<file path="config.mk">
export PLATFORM = sky130hd
export DESIGN_NAME = vid_pos_track
export DESIGN_NICKNAME = d
export VERILOG_FILES = /design/src/rtl/vid_pos_track.sv
export SDC_FILE = /design/constraint.sdc
export NUM_CORES = 1
export LEC_CHECK = 0
export CAP_MARGIN = 20
export CORE_MARGIN = 8
export CORE_UTILIZATION = 45
export CTS_CLUSTER_DIAMETER = 40
export DETAILED_ROUTE_END_ITERATION = 10
export PLACE_DENSITY = 0.68
export SLEW_MARGIN = 0
export SYNTH_ARGS = -nofsm -noshare
export SYNTH_HDL_FRONTEND = slang
export SYNTH_SLANG_ARGS = --single-unit
</file>
<file path="constraint.sdc">
create_clock -name clk_i -period 7.2 [get_ports clk_i]
set_input_delay 1.44 -clock clk_i [delete_from_list [all_inputs] [get_ports clk_i]]
set_output_delay 1.44 -clock clk_i [all_outputs]
set_load 0.02 [all_outputs]
</file>
<file path="src/rtl/vid_pos_track.sv">
// Video position tracker: registers DE/syncs, produces x/y position and frame pulse,
// measures active width/height and locks onto a stable geometry.
// Optional sync polarity detection is enabled by defining VID_POS_POL_DET_EN.
module vid_pos_track #(
  parameter int unsigned XW = 12,
  parameter int unsigned YW = 11
) (
  input  logic          clk_i,
  input  logic          rst_i,
  input  logic          de_i,
  input  logic          hs_i,
  input  logic          vs_i,
  output logic          de_o,
  output logic          hs_o,
  output logic          vs_o,
  output logic [XW-1:0] x_o,
  output logic [YW-1:0] y_o,
  output logic          frame_o,
  output logic [XW-1:0] width_o,
  output logic [YW-1:0] height_o,
  output logic          locked_o
);

  typedef enum logic [1:0] {StUnlock, StMeas, StLock} state_e;

  localparam logic [XW-1:0] XMax = '1;
  localparam logic [YW-1:0] YMax = '1;

  state_e        r_state;
  logic [YW-1:0] r_ycnt;
  logic [XW-1:0] r_ref_len;
  logic          r_first_done;
  logic          r_err;
  logic          r_run;

  state_e        w_state_d;
  logic          w_hs_n, w_vs_n;
  logic          w_de_fall, w_vs_rise, w_fall_cnt;
  logic [XW-1:0] w_len, w_first_len, w_x_d;
  logic [YW-1:0] w_lines, w_ycnt_d;
  logic          w_len_err, w_err;

`ifdef VID_POS_POL_DET_EN
  logic r_hs_pol, r_vs_pol;

  // Sync levels seen at the start of active video are taken as the idle level.
  always_ff @(posedge clk_i) begin
    if (rst_i) begin
      r_hs_pol <= 1'b0;
      r_vs_pol <= 1'b0;
    end else if (de_i && !de_o) begin
      r_hs_pol <= hs_i;
      r_vs_pol <= vs_i;
    end
  end

  assign w_hs_n = hs_i ^ r_hs_pol;
  assign w_vs_n = vs_i ^ r_vs_pol;
`else
  assign w_hs_n = hs_i;
  assign w_vs_n = vs_i;
`endif

  assign w_de_fall  = !de_i && de_o;
  assign w_vs_rise  = w_vs_n && !vs_o;
  // Lines are only counted once the first frame boundary after reset has been seen.
  assign w_fall_cnt = w_de_fall && r_run;
  assign w_len      = (x_o == XMax) ? XMax : x_o + XW'(1);
  assign w_lines    = (w_fall_cnt && r_ycnt != YMax) ? r_ycnt + YW'(1) : r_ycnt;
  assign w_first_len = r_first_done ? r_ref_len : w_len;
  assign w_len_err  = w_fall_cnt && r_first_done && (w_len != r_ref_len);
  assign w_err      = r_err || w_len_err;

  always_comb begin
    w_x_d = '0;
    if (de_i && de_o) begin
      w_x_d = (x_o == XMax) ? XMax : x_o + XW'(1);
    end
  end

  always_comb begin
    w_ycnt_d = r_ycnt;
    if (w_vs_rise) begin
      w_ycnt_d = '0;
    end else if (w_fall_cnt && r_ycnt != YMax) begin
      w_ycnt_d = r_ycnt + YW'(1);
    end
  end

  always_comb begin
    w_state_d = r_state;
    if (w_vs_rise) begin
      case (r_state)
        StUnlock: w_state_d = StMeas;
        StMeas:   w_state_d = (!w_err && w_lines != '0) ? StLock : StMeas;
        StLock: begin
          if (w_err || w_lines != height_o || w_first_len != width_o) begin
            w_state_d = StUnlock;
          end
        end
        default:  w_state_d = StUnlock;
      endcase
    end
  end

  always_ff @(posedge clk_i) begin
    if (rst_i) begin
      de_o         <= 1'b0;
      hs_o         <= 1'b0;
      vs_o         <= 1'b0;
      x_o          <= '0;
      y_o          <= '0;
      frame_o      <= 1'b0;
      width_o      <= '0;
      height_o     <= '0;
      locked_o     <= 1'b0;
      r_state      <= StUnlock;
      r_ycnt       <= '0;
      r_ref_len    <= '0;
      r_first_done <= 1'b0;
      r_err        <= 1'b0;
      r_run        <= 1'b0;
    end else begin
      de_o     <= de_i;
      hs_o     <= w_hs_n;
      vs_o     <= w_vs_n;
      frame_o  <= w_vs_rise;
      x_o      <= w_x_d;
      y_o      <= de_i ? w_ycnt_d : '0;
      r_ycnt   <= w_ycnt_d;
      r_state  <= w_state_d;
      locked_o <= (w_state_d == StLock);

      if (w_fall_cnt && !r_first_done && r_state != StLock) begin
        width_o <= w_len;
      end

      // A line ending on the vs edge belongs to the frame being closed.
      if (w_vs_rise) begin
        r_run        <= 1'b1;
        height_o     <= w_lines;
        r_err        <= 1'b0;
        r_first_done <= 1'b0;
        r_ref_len    <= '0;
      end else if (w_fall_cnt) begin
        if (!r_first_done) begin
          r_ref_len    <= w_len;
          r_first_done <= 1'b1;
        end
        r_err <= w_err;
      end
    end
  end

endmodule
</file>
# ---- After elaboration in Yosys (flattened, before gate mapping)
# Cells that the tools add are included.
dict set report classes {
  addsub 2
  n_eq_ne 9
  n_mux 8
  n_bitwise 2
  n_reduce_logical 22
}
# op n
set ops {}
lappend ops {{2-to-1 mux 12 bit} 2}
lappend ops {{!= test 12 bit} 2}
lappend ops {{2-to-1 mux 11 bit} 2}
lappend ops {{adder 12 x 1 -> 12 bit, second input constant} 1}
lappend ops {{== test 12 bit, second input constant} 1}
lappend ops {{adder 11 x 1 -> 11 bit, second input constant} 1}
lappend ops {{!= test 11 bit} 1}
lappend ops {{!= test 11 bit, second input constant} 1}
lappend ops {{nonzero test 11 bit} 1}
lappend ops {{logical AND 1 bit} 10}
lappend ops {{2-to-1 mux 2 bit} 3}
lappend ops {{case mux 2 bit (3 select lines)} 1}
lappend ops {{OR reduction 2 bit} 3}
lappend ops {{== test 2 bit, second input constant} 2}
lappend ops {{logical NOT 1 bit} 4}
lappend ops {{logical OR 1 bit} 3}
lappend ops {{== test 2 x 1 -> 1 bit, second input constant} 1}
lappend ops {{logical NOT 2 bit} 1}
lappend ops {{!= test 2 bit, second input constant} 1}
lappend ops {{NOT 1 bit} 2}
dict set report totals {
  reg_bits 79
  out_inout_bits 51
}

# ---- Logic depth before layout (Yosys ltp)
# Gate-level depths: netlist of the first run.
dict set report logic_depth {
  ltp_word 12
  depth_mapped 11
}

# ---- Least setup slack after synthesis of the first run
# OpenSTA, ideal clock, no wires.
dict set report synth_path {
  kind {in2reg}
  start {input port de_i}
  end {register locked_o}
  setup_time_ns 0.061
  arrival_ns 3.303
  t_required_ns 7.139
  path_slack_ns 3.836
  stages 10
  path_cell_list {and3b_1 -> clkbuf_1 -> buf_6 -> o2111ai_1 -> a2111oi_0 -> nand4b_1 -> a2111oi_0 -> a31oi_1 -> o22ai_1 -> and4b_1}
}
dict set report synth_via {
  elab_chain_len 12
  word_cells_on_any_way 19
}
# item line_no
set synth_lines {}
lappend synth_lines {{from (decl)} 10} ;# input logic de_i,
lappend synth_lines {{logical NOT 1 bit (*)} 64} ;# assign w_de_fall = !de_i && de_o;
lappend synth_lines {{logical AND 1 bit (*)} 64}
lappend synth_lines {{logical AND 1 bit (*)} 67} ;# assign w_fall_cnt = w_de_fall && r_run;
lappend synth_lines {{logical AND 1 bit, on equally long branches} {69, 71}}
lappend synth_lines {{2-to-1 mux 11 bit / logical AND 1 bit (equally long branches)} {69, 71}}
lappend synth_lines {{!= test 11 bit / logical OR 1 bit (equally long branches)} {97, 72}}
lappend synth_lines {{logical OR 1 bit / logical NOT 1 bit (equally long branches)} {97, 95}}
lappend synth_lines {{logical OR 1 bit / logical AND 1 bit (equally long branches)} {97, 95}}
lappend synth_lines {{2-to-1 mux 2 bit, on equally long branches} {97, 95}}
lappend synth_lines {{case mux 2 bit (3 select lines) (*)} 93} ;# case (r_state)
lappend synth_lines {{2-to-1 mux 2 bit (*)} 92} ;# if (w_vs_rise) begin
lappend synth_lines {{== test 2 bit (*)} 132} ;# locked_o <= (w_state_d == StLock);
lappend synth_lines {{to (signal assigned)} 132}
lappend synth_lines {{to (decl)} 21} ;# output logic locked_o
# Mark *: on every way between the ends. The rest lies on a longest branch, timed or not.
# A chain may end at the register's enable or synchronous reset.

# ---- Worst setup path after layout of the first run
# Same ends and word-level chain as after synthesis.

==> reports/qor.yml, run 1 <==
die:
  die_w_um: 110
  start_util_pct: 45.8
  core.rowCount: 34
  dieArea_um2: 12000
  core_area_um2: 8640
  ioPinCount: 56
  die_h_um: 110
timing:
  worst_pin_slew_ps: 930
  finalCritPeriodShare_pct: 56.4
  setup_viol: 0
  rsz0062_at_grt: "no"
  hold_ws_ps: 505
  fin_setup_tns_ps: 0
  skew_ps: 10.5
  slew_viol_final: 0
  hold_viol: 0
  slew_headroom_pct: 37.8
  max_freq_mhz: 246
  period_minus_slack_ps: 4060
routing:
  viasPerCell: 5.77
  totalWireLength_mm: 11.4
  antenna_left: 0
  drtIter0Drc: 280
  post_drt_wl_per_cell_um: 18.0
  dr_total_vias: 3628
  dr.pass1.iters: 5
  drc: 0
finish:
  diodes: 0
  final_nets: 523
  stdcell_count: 629
  syn_to_final_growth_pct: 19.8
  fillers: 825
  final_cell_mix: "nor2_1, dfxtp_1, clkdlybuf4s50_1"
  final_layout_size_suffix_gt1_share_pct: 6.53
  utilization_pct: 54.9
  layout_commonest_cell: "nor2_1"
critical_path:
  criticalPathCategory: "input pin to flip-flop"
  cp.arrival_ps: 4360
  start_kind: "input pin"
  cp_data_required_time_ps: 7500
  worst_setup_path_end_kind: "flip-flop"
  crit_fanout: 14
clock_network:
  clk_latency_ps: 360
  path_clk_slew_ps: 80
  post_cts_buffers: 0
  max-clock-path-buffers: 2
  numClockSinks: 79
  cts.htree.levels: 3
  cts_hold_repair.buffers: 0
  cts_tree: "yes"
  ctsResizeCount: 0
  cts_root_buffer: "clkbuf_8"
  cts_buffers: 9
logic_synthesis:
  synth_nets: 478
  async_reset_ff_share_pct: 0
  synth-main-ff-cell: "dfxtp_1"
  ys_seq_area_share_pct: 40.0
  synth_top_cell_area_share_pct: 40.0
  synth.area.mux_share_pct: 1.52
  yosys.area.top_type: "dfxtp_1"
  yosys.area_share.adder_pct: 0.633
  synth.distinct_cells: 67
  ys_warn_count: 0
  syn_inst: 471
  ys_ff_latch: 79
  synth_compound_area_share_pct: 19.7
  syn_avg_cell_area_um2: 8.39
  synth-edff-count: 0
  synth_top_family_by_area: "simple AND/OR/NAND/NOR gates"
  synth.area.top_cells: "dfxtp_1, nor2_1, xor2_1"
  synth-xor-area-share_pct: 8.80
  netlist_area_um2: 3950
  yosys.area_share.simple_pct: 25.6
power_and_ir_drop:
  p_int_w: 0.000607
  switching_share_pct: 25.1
  irDropWorstVdd_v: 0.0000903
  pwr-share-clk_pct: 38.2
  power_density_nw_per_um2: 171
  p_comb_share_pct: 6.4
  leakage_nw: 1.70
  pwr-share-seq_pct: 55.4
  power.switching_w: 0.000204
run_status:
  status: "completed"
placed_design:
  place.detailed.hpwl_mm: 8.29
  place_inst: 611
  place_congestion: 0.897
  io_buffers: 55
run:
  drv_cap: 0
global_route:
  antenna_found_initial: 0
  grt_pass1_wl_mm: 18.0
  overflow: 0
  grt_pass1_vias: 3375
  grt_max_degree: 34
  grt.total_usage_pct: 19.4
hold_path:
  hp-class: "flip-flop to flip-flop"
-- final timing paths --
path	from	endpoint	slack [ps]	cells past startpoint
worst max-delay path	de_i	locked_o	3140	10
worst min-delay path	width_o[4]	width_o[4]	500	2
worst max register to register	x_o[0]	locked_o	3910	10
worst min register to register	width_o[4]	width_o[4]	500	2
-- power groups by stage --
stage	clock [W]	sequential [W]	combinational [W]
CTS	0.000315	0.000449	0.0000511
finish	0.000310	0.000449	0.0000520
global placement	0	0.000459	0.0000506
global route	0.000335	0.000450	0.0000567
detailed placement	0	0.000459	0.0000509
floorplan	0	0.000462	0.0000279
-- through the flow --
step	area, um2	power (W)	worst slack (ps)
floorplan	3950	0.000490	3840
global placement	4530	0.000510	2900
detailed placement	4530	0.000510	2740
CTS	4710	0.000816	3120
global route	4740	0.000842	2820
finish	4740	0.000811	3140
-- registers in the layout (all words and copies together) (netlist names) --
register      cells
x_o              12
y_o              11
height_o         11
r_ref_len        12
vs_o              1
width_o          12
r_state           2
hs_o              1
r_err             1
r_ycnt           11
de_o              1
r_run             1
frame_o           1
locked_o          1
r_first_done      1
-- cells in the mapped netlist, drive strengths merged, types with 4 or more instances --
master	count
xor2	28
clkbuf	19
and4	6
and2	5
dfxtp	79
and3	12
mux2i	6
inv	7
xnor2	9
a2111oi	4
nand3	10
nand2	32
buf	6
a31oi	4
nor2b	7
nor2	88
nand4	12
o21ai	13
nor3	10
a21oi	32
a211oi	21
o211ai	5
a21boi	4
-- worst max-delay path, stage by stage --
cell and delay [ps]:
clkdlybuf4s50_1 470, and3b_1 540, nand3_1 180, mux2i_1 470
xor2_1 180, o2111ai_1 110, a2111oi_0 440, a31oi_1 150
o22ai_1 160, and4b_1 200
-- routing by layer --
layer / wire, um / vias to the layer above / GRT usage (%) / share of wire (%)
li1: - / 1774 / - / -
met1: 5520 / 1730 / 27.9 / 49
met2: 5020 / 116 / 27.6 / 44
met3: 691 / 8 / 3.69 / 6.1
met4: 120 / 0 / 7.62 / 1.1
met5: 0 / - / 0 / 0
-- layout make-up --
class	instances	area, um2	share of cell area [%]
Inverter	7	26.3	0.555
Timing Repair Buffer	59	588	12.4
Sequential cell	79	1580	33.4
Multi-Input combinational cell	360	2220	46.9
Tap cell	108	135	2.85
Clock inverter	5	31.3	0.660
Clock buffer	11	151	3.20
-- logic make-up after synthesis --
family | after synthesis
buffers and inverters | 32
adder cells (fa/ha/maj) | 2
flip-flops | 79
AND/OR/NAND/NOR | 203
multiplexers | 6
AO/OA/AOI/OAI | 111
XOR/XNOR | 38
No activity file was read; power rests on OpenSTA's default activity.
==> run 2, diff against run 1 <==
clock period = 3.9 ns   (was 7.2 ns; I/O delays follow)
==> run 2 against run 1 <==
Count of clock-buffer cells in the layout shrank 1. Worst setup slack lost 2600 ps. Design area grew 1.7%. Largest cell class unchanged. Highest routed layer unchanged.
==> reports/qor.yml, run 2 (synthesized netlist as in run 1, its figures left out) <==
clock_network:
  cts_root_buffer: "clkbuf_8"
  ctsResizeCount: 0
  path_clk_slew_ps: 90
  numClockSinks: 79
  post_cts_buffers: 0
  max-clock-path-buffers: 2
  cts.htree.levels: 3
  cts_buffers: 9
  clk_latency_ps: 370
  cts_tree: "yes"
  cts_hold_repair.buffers: 0
finish:
  reg_top3: "r_ref_len: 12 flops, width_o: 12 flops, x_o: 12 flops"
  layout_commonest_cell: "nor2_1"
  diodes: 0
  final_cell_mix: "nor2_1, dfxtp_1, clkdlybuf4s50_1"
  final_nets: 531
  final_layout_size_suffix_gt1_share_pct: 7.94
  syn_to_final_growth_pct: 21.9
  fillers: 801
global_route:
  grt_max_degree: 26
  grt_pass1_vias: 3468
  antenna_found_initial: 0
  overflow: 0
  grt.total_usage_pct: 20.3
  grt_pass1_wl_mm: 18.8
die:
  die_w_um: 110
  core_area_um2: 8640
  ioPinCount: 56
  start_util_pct: 45.8
  dieArea_um2: 12000
  core.rowCount: 34
  die_h_um: 110
placed_design:
  io_buffers: 55
  place.detailed.hpwl_mm: 8.69
  place_ws_ps: 158
  place_congestion: 0.873
critical_path:
  worst_setup_path_end_kind: "flip-flop"
  start_kind: "input pin"
  cp.arrival_ps: 3670
  crit_fanout: 11
  criticalPathCategory: "input pin to flip-flop"
  cp_data_required_time_ps: 4210
timing:
  fin_ws_ps: 537
  slew_headroom_pct: 51.9
  skew_ps: 10.9
  period_minus_slack_ps: 3360
  max_freq_mhz: 297
  rsz0062_at_grt: "no"
  finalCritPeriodShare_pct: 86.2
  slew_viol_final: 0
  hold_viol: 0
  setup_viol: 0
  fin_setup_tns_ps: 0
  worst_pin_slew_ps: 716
run_status:
  status: "completed"
routing:
  antenna_left: 0
  drc: 0
  totalWireLength_mm: 11.7
  viasPerCell: 5.87
  dr.pass1.iters: 5
  dr_total_vias: 3737
  drtIter0Drc: 311
  post_drt_wl_per_cell_um: 18.4
hold_path:
  hp-class: "flip-flop to flip-flop"
run:
  drv_cap: 0
power_and_ir_drop:
  leakage_nw: 1.75
  power_density_nw_per_um2: 329
  irDropWorstVdd_v: 0.000219
[run 2: cell types whose count changed in the layout (fill, tap and decap cells not counted)]
cell | previous run | this run
bufinv_16 | 0 | 1
clkbuf_8 | 11 | 10
clkinv_2 | 3 | 0
clkinv_4 | 0 | 1
buf_4 | 3 | 12
inv_8 | 0 | 1
inv_6 | 1 | 2
buf_8 | 1 | 0
[run 2: worst max-delay path, cell delays in order]
cell	delay, ps
clkdlybuf4s50_1	480
and3b_1	520
nand3_1	130
o21bai_1	560
xor2_1	190
o2111ai_1	120
a2111oi_0	370
a31oi_1	150
o22ai_1	160
and4b_1	210
[run 2: final timing paths]
| path | end | cells after the start | startpoint | slack, ps |
|---|---|---|---|---|
| worst min register to register | r_ref_len[7] | 2 | r_ref_len[7] | 500 |
| worst max register to register | locked_o | 10 | x_o[0] | 660 |
| worst min-delay path | r_ref_len[7] | 2 | r_ref_len[7] | 500 |
| worst max-delay path | locked_o | 10 | de_i | 540 |
[run 2: metal layers]
layer | vias to the layer above | GRT usage (%) | routed length [um]
li1 | 1799 | - | -
met1 | 1763 | 28.8 | 5520
met2 | 158 | 28.9 | 5060
met5 | - | 0 | 0
met4 | 0 | 7.23 | 196
met3 | 17 | 4.87 | 934
[run 2: final cells by class]
type / count / area [um2] / area share [%]
clock buffers: 10 / 138 / 2.86
repair buffers: 67 / 641 / 13.3
multi-input cells: 360 / 2220 / 46.1
clock inverters: 6 / 75.1 / 1.56
flip-flops and latches: 79 / 1580 / 32.8
inverters: 7 / 26.3 / 0.545
well taps: 108 / 135 / 2.80
[run 2: power by group]
group / total, W / switching (W) / internal (W)
sequential: 0.000828 / 0.0000121 / 0.000816
combinational: 0.0000999 / 0.0000593 / 0.0000406
clock: 0.000659 / 0.000336 / 0.000323
total: 0.00159 / 0.000407 / 0.00118
[run 2: metrics by stage]
| step | power, W | util (%) | cells | cell area, um2 | hold WS, ps |
|---|---|---|---|---|---|
| 2_1_floorplan | 0.000905 | - | 471 | 3950 | 474 |
| 3_3_place_gp | 0.000946 | 53.3 | 621 | 4610 | 482 |
| 3_5_place_dp | 0.000947 | 53.3 | 621 | 4610 | 489 |
| 4_1_cts | 0.00160 | 55.8 | 637 | 4820 | 502 |
| 5_1_grt | 0.00164 | 55.8 | 637 | 4820 | 520 |
| 6_report | 0.00159 | 55.8 | 637 | 4820 | 504 |
==> run 3, diff against run 2 <==
CELL_PAD_IN_SITES_DETAIL_PLACEMENT = 1   (was default)
CELL_PAD_IN_SITES_GLOBAL_PLACEMENT = 2   (was default)
CORE_UTILIZATION = 33   (was 45)
PLACE_DENSITY = default   (was 0.68)
PLACE_DENSITY_LB_ADDON = 0.1   (was default)
==> run 3 against run 2 <==
Worst setup slack got worse by 55 ps. Sequential cell count did not move. Die area rose by 31%. Critical path depth did not move. Total power rose by 18%. Register-to-register slack barely moved. Worst hold slack got worse by 5.5 ps. Sequential share of layout area fell by 1.3 points. Count of clock-buffer cells in the layout did not move. Via count fell by 0.88%. Clock skew fell by 2.2 ps. Sequential power barely moved. Highest routed layer unchanged.
==> reports/qor.yml, run 3 (synthesized netlist as in run 1, its figures left out) <==
placed_design:
  place_congestion: 0.938
  place_inst: 664
  placed_area_um2: 4690
  place.detailed.hpwl_mm: 10.4
  io_buffers: 55
global_route:
  antenna_found_initial: 0
  grt_max_degree: 22
  grt.total_usage_pct: 18.0
  grt_pass1_wl_mm: 22.1
  overflow: 0
  grt_pass1_vias: 3861
routing:
  antenna_left: 0
  totalWireLength_mm: 13.8
  viasPerCell: 5.45
  post_drt_wl_per_cell_um: 20.4
  drc: 0
  dr.pass1.iters: 4
  drtIter0Drc: 205
  dr_total_vias: 3704
clock_network:
  clk_latency_ps: 350
  cts_hold_repair.buffers: 0
  cts_buffers: 9
  cts_root_buffer: "clkbuf_16"
  max-clock-path-buffers: 2
  post_cts_buffers: 0
  cts.htree.levels: 3
  ctsResizeCount: 0
  path_clk_slew_ps: 70
  cts_tree: "yes"
  numClockSinks: 79
run_status:
  status: "completed"
timing:
  slew_headroom_pct: 52.5
  fin_setup_tns_ps: 0
  max_freq_mhz: 293
  setup_viol: 0
  skew_ps: 8.67
  period_minus_slack_ps: 3420
  worst_pin_slew_ps: 708
  hold_ws_ps: 499
  slew_viol_final: 0
  rsz0062_at_grt: "no"
  hold_viol: 0
  finalCritPeriodShare_pct: 87.6
critical_path:
  crit_fanout: 10
  path_cells: "clkdlybuf4s50_1 -> and3b_1 -> a41oi_1 -> and2_0 -> nor4_1 -> o2111ai_1 -> a2111oi_0 -> a31oi_1 -> o22ai_1 -> and4b_1"
  criticalPathCategory: "input pin to flip-flop"
  cp_num_buf_inv: 1
  worst_setup_path_end_kind: "flip-flop"
  cp.arrival_ps: 3710
  critPathMaxStageDelay_ps: 620
  start_kind: "input pin"
  worst_path_max_delay_cell: "a2111oi_0"
  cp_data_required_time_ps: 4190
  crit_family: "compound AO/OA/AOI/OAI gates"
finish:
  layout_commonest_cell: "nor2_1"
  final_layout_size_suffix_gt1_share_pct: 8.63
  final_cell_mix: "nor2_1, dfxtp_1, clkdlybuf4s50_1"
  diodes: 0
  stdcell_area_um2: 5020
  syn_to_final_growth_pct: 26.9
  multi_input_area_um2: 2220
  fillers: 1381
  reg_top3: "r_ref_len: 12 flops, width_o: 12 flops, x_o: 12 flops"
  stdcell_count: 680
  final_nets: 535
  seq_area_um2: 1580
power_and_ir_drop:
  p_int_w: 0.00144
  power.switching_w: 0.000439
  pwr-share-clk_pct: 50.3
  switching_share_pct: 23.4
  irDropWorstVdd_v: 0.000209
  power_density_nw_per_um2: 375
  leakage_nw: 1.82
  total_power_w: 0.00188
  pwr-share-seq_pct: 44.2
  p_comb_share_pct: 5.5
die:
  die_h_um: 125
  die_w_um: 125
  dieArea_um2: 15700
  core_area_um2: 11900
  start_util_pct: 33.3
  core.rowCount: 40
  ioPinCount: 56
hold_path:
  hp-class: "flip-flop to flip-flop"
run:
  drv_cap: 0
## run 3: cell count changes in the layout (fill, tap and decap cells not counted)
cell        before  now
clkbuf_8        10    1
clkinv_2         0    1
inv_8            1    0
buf_4           12   16
inv_6            2    1
clkinv_4         1    2
clkbuf_16        0    9
clkinvlp_4       1    0
bufinv_16        1    2
## run 3: routing by layer
layer | track usage, % | up-vias | wire [um]
met5 | 0 | - | 0
met4 | 7.59 | 0 | 231
met3 | 4.33 | 15 | 716
met2 | 26.3 | 73 | 5980
met1 | 24.7 | 1812 | 6910
li1 | - | 1804 | -
## run 3: power groups by stage
stage	logic, W	clock network, W	registers [W]
after floorplan	0.0000515	0	0.000853
after global placement	0.000103	0	0.000848
after detailed placement	0.000103	0	0.000848
after CTS	0.000104	0.000964	0.000830
after global routing	0.000111	0.000995	0.000832
final	0.000103	0.000946	0.000830
## run 3: layout make-up
cell class / count / area share (%)
Clock inverter: 6 / 1.82
Clock buffer: 10 / 4.76
Sequential cell: 79 / 31.5
Timing Repair Buffer: 71 / 13.4
Multi-Input combinational cell: 360 / 44.3
Tap cell: 147 / 3.67
Inverter: 7 / 0.524
## run 3: worst paths after layout
path | slack (ps) | cells past startpoint | from | to
worst max-delay path | 480 | 10 | de_i | locked_o
worst min-delay path | 500 | 2 | width_o[4] | width_o[4]
worst max register to register | 650 | 9 | x_o[0] | locked_o
worst min register to register | 500 | 2 | width_o[4] | width_o[4]
## run 3: worst reg2reg max path, delay by kind of cell, from the launching register on
family                   cells  cell delay, ps
AO/OA/AOI/OAI                4            1320
XOR/XNOR                     1             230
adder cells (fa/ha/maj)      1             270
flip-flops                   1             490
AND/OR/NAND/NOR              3             900
## run 3: metrics by stage
step,setup slack (ps),utilization (%)
after floorplan,1040,-
after global placement,296,39.5
after detailed placement,174,39.5
after CTS,518,42.3
after global routing,297,42.3
final,482,42.3
